--- src/rtl/byte_serial_logic_unit.sv ---
// Multi-cycle bitwise logic unit: one SLICE_W-bit slice is processed per clock, LSB first.
// Optional zero flag output is enabled by defining BSLU_ZERO_FLAG_EN.

module byte_serial_logic_unit #(
    parameter int DATA_W  = 32,
    parameter int SLICE_W = 8
) (
    input  logic              clk,
    input  logic              rst_n,
    input  logic              in_valid,
    output logic              in_ready,
    input  logic [1:0]        op,
    input  logic [DATA_W-1:0] in1,
    input  logic [DATA_W-1:0] in2,
    output logic              out_valid,
    input  logic              out_ready,
    output logic [DATA_W-1:0] out,
    output logic              busy
`ifdef BSLU_ZERO_FLAG_EN
    ,
    output logic              zero
`endif
);

    localparam int NSLICE = DATA_W / SLICE_W;
    localparam int IDX_W  = (NSLICE > 1) ? $clog2(NSLICE) : 1;
    localparam logic [IDX_W-1:0] LAST_IDX = IDX_W'(NSLICE - 1);

    localparam logic [1:0] ST_IDLE = 2'd0;
    localparam logic [1:0] ST_RUN  = 2'd1;
    localparam logic [1:0] ST_DONE = 2'd2;

    localparam logic [1:0] OP_AND = 2'b00;
    localparam logic [1:0] OP_OR  = 2'b01;
    localparam logic [1:0] OP_XOR = 2'b10;

    logic [1:0]         state;
    logic [IDX_W-1:0]   idx;
    logic [1:0]         op_q;
    logic [DATA_W-1:0]  a_q;
    logic [DATA_W-1:0]  b_q;
    logic [DATA_W-1:0]  acc;
    logic [DATA_W-1:0]  acc_next;
    logic [SLICE_W-1:0] a_sl;
    logic [SLICE_W-1:0] b_sl;
    logic [SLICE_W-1:0] res_sl;
    logic               accept;
    logic               last_slice;

    assign in_ready   = (state == ST_IDLE);
    assign out_valid  = (state == ST_DONE);
    assign busy       = (state != ST_IDLE);
    assign accept     = in_valid & in_ready;
    assign last_slice = (idx == LAST_IDX);

    // The one shared logic slice, fed from the captured operands at the current index.
    always_comb begin
        a_sl = a_q[SLICE_W*int'(idx) +: SLICE_W];
        b_sl = b_q[SLICE_W*int'(idx) +: SLICE_W];
        case (op_q)
            OP_AND:  res_sl = a_sl & b_sl;
            OP_OR:   res_sl = a_sl | b_sl;
            OP_XOR:  res_sl = a_sl ^ b_sl;
            default: res_sl = ~(a_sl | b_sl);
        endcase
        acc_next = acc;
        acc_next[SLICE_W*int'(idx) +: SLICE_W] = res_sl;
    end

    always_ff @(posedge clk) begin
        if (!rst_n) begin
            state <= ST_IDLE;
            idx   <= '0;
            op_q  <= '0;
            a_q   <= '0;
            b_q   <= '0;
            acc   <= '0;
            out   <= '0;
        end else begin
            case (state)
                ST_IDLE: begin
                    if (accept) begin
                        a_q   <= in1;
                        b_q   <= in2;
                        op_q  <= op;
                        acc   <= '0;
                        idx   <= '0;
                        state <= ST_RUN;
                    end
                end
                ST_RUN: begin
                    acc <= acc_next;
                    // out only changes here, on the edge that writes the final slice.
                    if (last_slice) begin
                        out   <= acc_next;
                        state <= ST_DONE;
                    end else begin
                        idx <= idx + 1'b1;
                    end
                end
                ST_DONE: begin
                    if (out_ready) begin
                        state <= ST_IDLE;
                    end
                end
                default: begin
                    state <= ST_IDLE;
                end
            endcase
        end
    end

`ifdef BSLU_ZERO_FLAG_EN
    always_ff @(posedge clk) begin
        if (!rst_n) begin
            zero <= 1'b0;
        end else if (state == ST_RUN && last_slice) begin
            zero <= (acc_next == '0);
        end
    end
`endif

endmodule
--- config.mk ---
export PLATFORM = sky130hd
export DESIGN_NAME = byte_serial_logic_unit
export DESIGN_NICKNAME = d
export VERILOG_FILES = /design/src/rtl/byte_serial_logic_unit.sv
export SDC_FILE = /design/constraint.sdc
export NUM_CORES = 1
export LEC_CHECK = 0
export CAP_MARGIN = 10
export CORE_MARGIN = 5
export CORE_UTILIZATION = 57
export CTS_CLUSTER_DIAMETER = 80
export CTS_CLUSTER_SIZE = 16
export DETAILED_ROUTE_END_ITERATION = 16
export PLACE_DENSITY_LB_ADDON = 0.2
export SYNTH_ARGS = -nofsm -noshare
export SYNTH_HDL_FRONTEND = slang
export SYNTH_SLANG_ARGS = --single-unit
--- constraint.sdc ---
create_clock -name clk -period 7.85 [get_ports clk]
set_clock_uncertainty 0.1 [all_clocks]
set_input_delay 1.57 -clock clk [delete_from_list [all_inputs] [get_ports clk]]
set_output_delay 1.57 -clock clk [all_outputs]
set_load 0.01 [all_outputs]
==> reports/results.txt <==
Status: finished clean
Die H: 113 um
Ys Warns: 0
Crit Path Category: in -> reg
DR WL met2: 7590 um
CP bufs+invs: 4
Stages on worst setup path: 6
Ys async rst share: 0
Dpl cells: 833
Syn Inst Count: 636
CTS clk-pin slew, worst paths: 60 ps
Pin count of the biggest net entering global routing: 75
Synth top area share: 0.444
Vias in the first global route: 5066
Synth Area per Inst: 9.50 um^2
Multi-input gate area: 3050 um^2
Die Footprint: 12800 um^2
R2R cell count: 7
Layout Cells excl Fill: 865
Final setup vio count: 0
Mapped Nets: 728
Final GP Congestion: 0.906
Worst Slack Setup Final: 4120 ps
CP max stage delay: 770 ps
# DRC: 0
1st-iter DRT viols: 322
Share of layout cells above drive strength 1: 0.112
Final net count: 809
Final hold violations: 0
FF/Latch Area: 2680 um^2
Pleak: 2.85 nW
FMAX: 0.268 GHz
Worst hold path stage count: 2
Core Area: 10300 um^2
Top Layer Used: met4
Filler Cell Count: 725
Worst Tran Pin Value: 1150 ps
Post-cts sizing count: 0
PD cells: 231 nW/um^2
Critical Path RT: 8190 ps
Yosys cell types: 37
CTS Buf Count: 17
Gr ovfl total: 0
Area Overhead vs Synth: 28.0%
Total Neg Setup Slack: 0 ps
First-pass GRT wire length: 24800 um
HPWL Detailed: 10300 um
Initial antenna violation count: 0
Leading area contributor after synthesis: dfxtp_1
Largest cells by area after synthesis: dfxtp_1 (44%), nand2_1 (8.3%), mux4_2 (6.0%)
Hold WC Path Type: reg -> reg
CTS Hold Bufs: 0
WL/cell: 17.7 um
Crit end category: register
Post-CTS Setup Bufs: 0
Post-synth EDFFs: 0
DIE WIDTH: 113 um
Vias per Instance: 5.83
Slowest cell on the critical path: or4_1
# rows: 37
Met3 wire len: 1130 um
H-tree depth: 4
Post-synthesis sequential area ratio: 0.444
Clock buffer depth: 2
Num Clock Sinks: 134
Yosys reg bits: 134
Period utilization: 0.475
Post-detailed-route count of antenna-violating nets: 0
Worst skew pair latency: 520 ps
DR pass1 iterations: 5
Main synth FF type: dfxtp_1
CP arrival: 4060 ps
Worst Setup Start Kind: input pin
Final min period: 3730 ps
Fin. max-slew vios: 0
Crit path cell chain: clkdlybuf4s50_1, buf_4, inv_2, buf_12, or4_1, o211ai_2
CP delay by family, top: buffers and inverters
Max Cap Violations: 0
Tot GR Track Use: 0.240
CTS tree: yes
Post-Place Worst Slack: 3560 ps
Relative slew slack: 0.231
VDD IR max: 0.140 mV
Number of diodes: 0
Vias post-DR: 5047
Synth Cell Area: 6040 um^2
CTS root buf: clkbuf_8
Wl on met1: 6190 um
# IOs: 105
RSZ-0062 raised after global routing: no
Post-Route WL: 15300 um
IO Port Bufs: 104
Initial core utilization: 0.585
CP Max Fanout: 41
## Yosys cell counts (all sizes together) (8+ instances only)
cell type,n
a21oi,69
mux2i,12
ha,22
nand2,133
dfxtp,134
mux2,16
a22o,32
nand3b,34
mux4,16
xnor2,8
buf,18
nand3,33
clkbuf,30
o211ai,32
inv,20
## kinds of logic (layout without fill, tap and decap cells)
family / count (synthesis) / after routing / synth area share
adders and majority gates: 22 / 22 / 0.0455
and+or+nand+nor: 222 / 222 / 0.181
muxes: 44 / 44 / 0.110
DFF: 134 / 134 / 0.444
AOI/OAI and AO/OA: 138 / 138 / 0.156
xor gates and xnor gates: 8 / 8 / 0.0116
buffers and inverters: 68 / 161 / 0.0518
## registers in the layout, summed over array words and instances (netlist names)
register,cells
idx,2
op_q,2
acc,32
state,2
out,32
b_q,32
a_q,32
## path summary, 6_finish.rpt
check | startpoint | end | slack (ps)
worst max-delay path | rst_n | out[7]$_SDFFE_PN0P_ | 4120
worst min-delay path | b_q[14]$_SDFFE_PN0P_ | b_q[14]$_SDFFE_PN0P_ | 360
worst max register to register | idx[0]$_SDFFE_PN0P_ | out[16]$_SDFFE_PN0P_ | 4630
worst min register to register | b_q[14]$_SDFFE_PN0P_ | b_q[14]$_SDFFE_PN0P_ | 360
## layout by cell type, fill, tap and decap left out, drive strengths merged, types with 12 or more instances in the layout
cell type,count
nand3b,34
nand3,33
a21oi,69
o211ai,32
mux2i,12
mux4,16
clkdlybuf4s50,104
a22o,32
ha,22
dfxtp,134
nand2,133
inv,21
mux2,16
clkbuf,19
## worst reg2reg max path: cells and delay by family (launching register included)
family	cells	cell delay [ps]
mux	3	1500
flops	1	540
buf+inv	2	490
fa+ha+maj	1	220
compound gates	1	220
## metal layers
| metal | vias up | global-route usage |
|---|---|---|
| li1 | 2406 | - |
| met1 | 2397 | 0.285 |
| met2 | 204 | 0.423 |
| met3 | 40 | 0.0471 |
| met4 | 0 | 0.0994 |
| met5 | - | 0 |
## stage by stage
| step | hold slack [ps] | total power (W) | cell area [um^2] | util |
|---|---|---|---|---|
| after floorplan | 333 | 0.000850 | 6040 | - |
| after global placement | 340 | 0.000913 | 7060 | 0.684 |
| after detailed placement | 347 | 0.000920 | 7060 | 0.684 |
| after CTS | 355 | 0.00179 | 7720 | 0.748 |
| after global routing | 373 | 0.00184 | 7740 | 0.749 |
| final | 356 | 0.00179 | 7740 | 0.749 |
## layout make-up
class | count | share of cell area
clock buffer | 19 | 0.0558
clock inverter | 12 | 0.0291
inverter | 20 | 0.00970
multi-input combinational | 434 | 0.395
sequential | 134 | 0.347
tap | 136 | 0.0220
timing repair buffer | 110 | 0.142
## power breakdown
group	leakage (nW)	internal (W)	switching, W	total (W)
logic	1.44	0.0000900	0.0000977	0.000188
registers	1.09	0.000703	0.0000187	0.000722
clock network	0.322	0.000588	0.000292	0.000880
(Power assumes the default switching activity.)
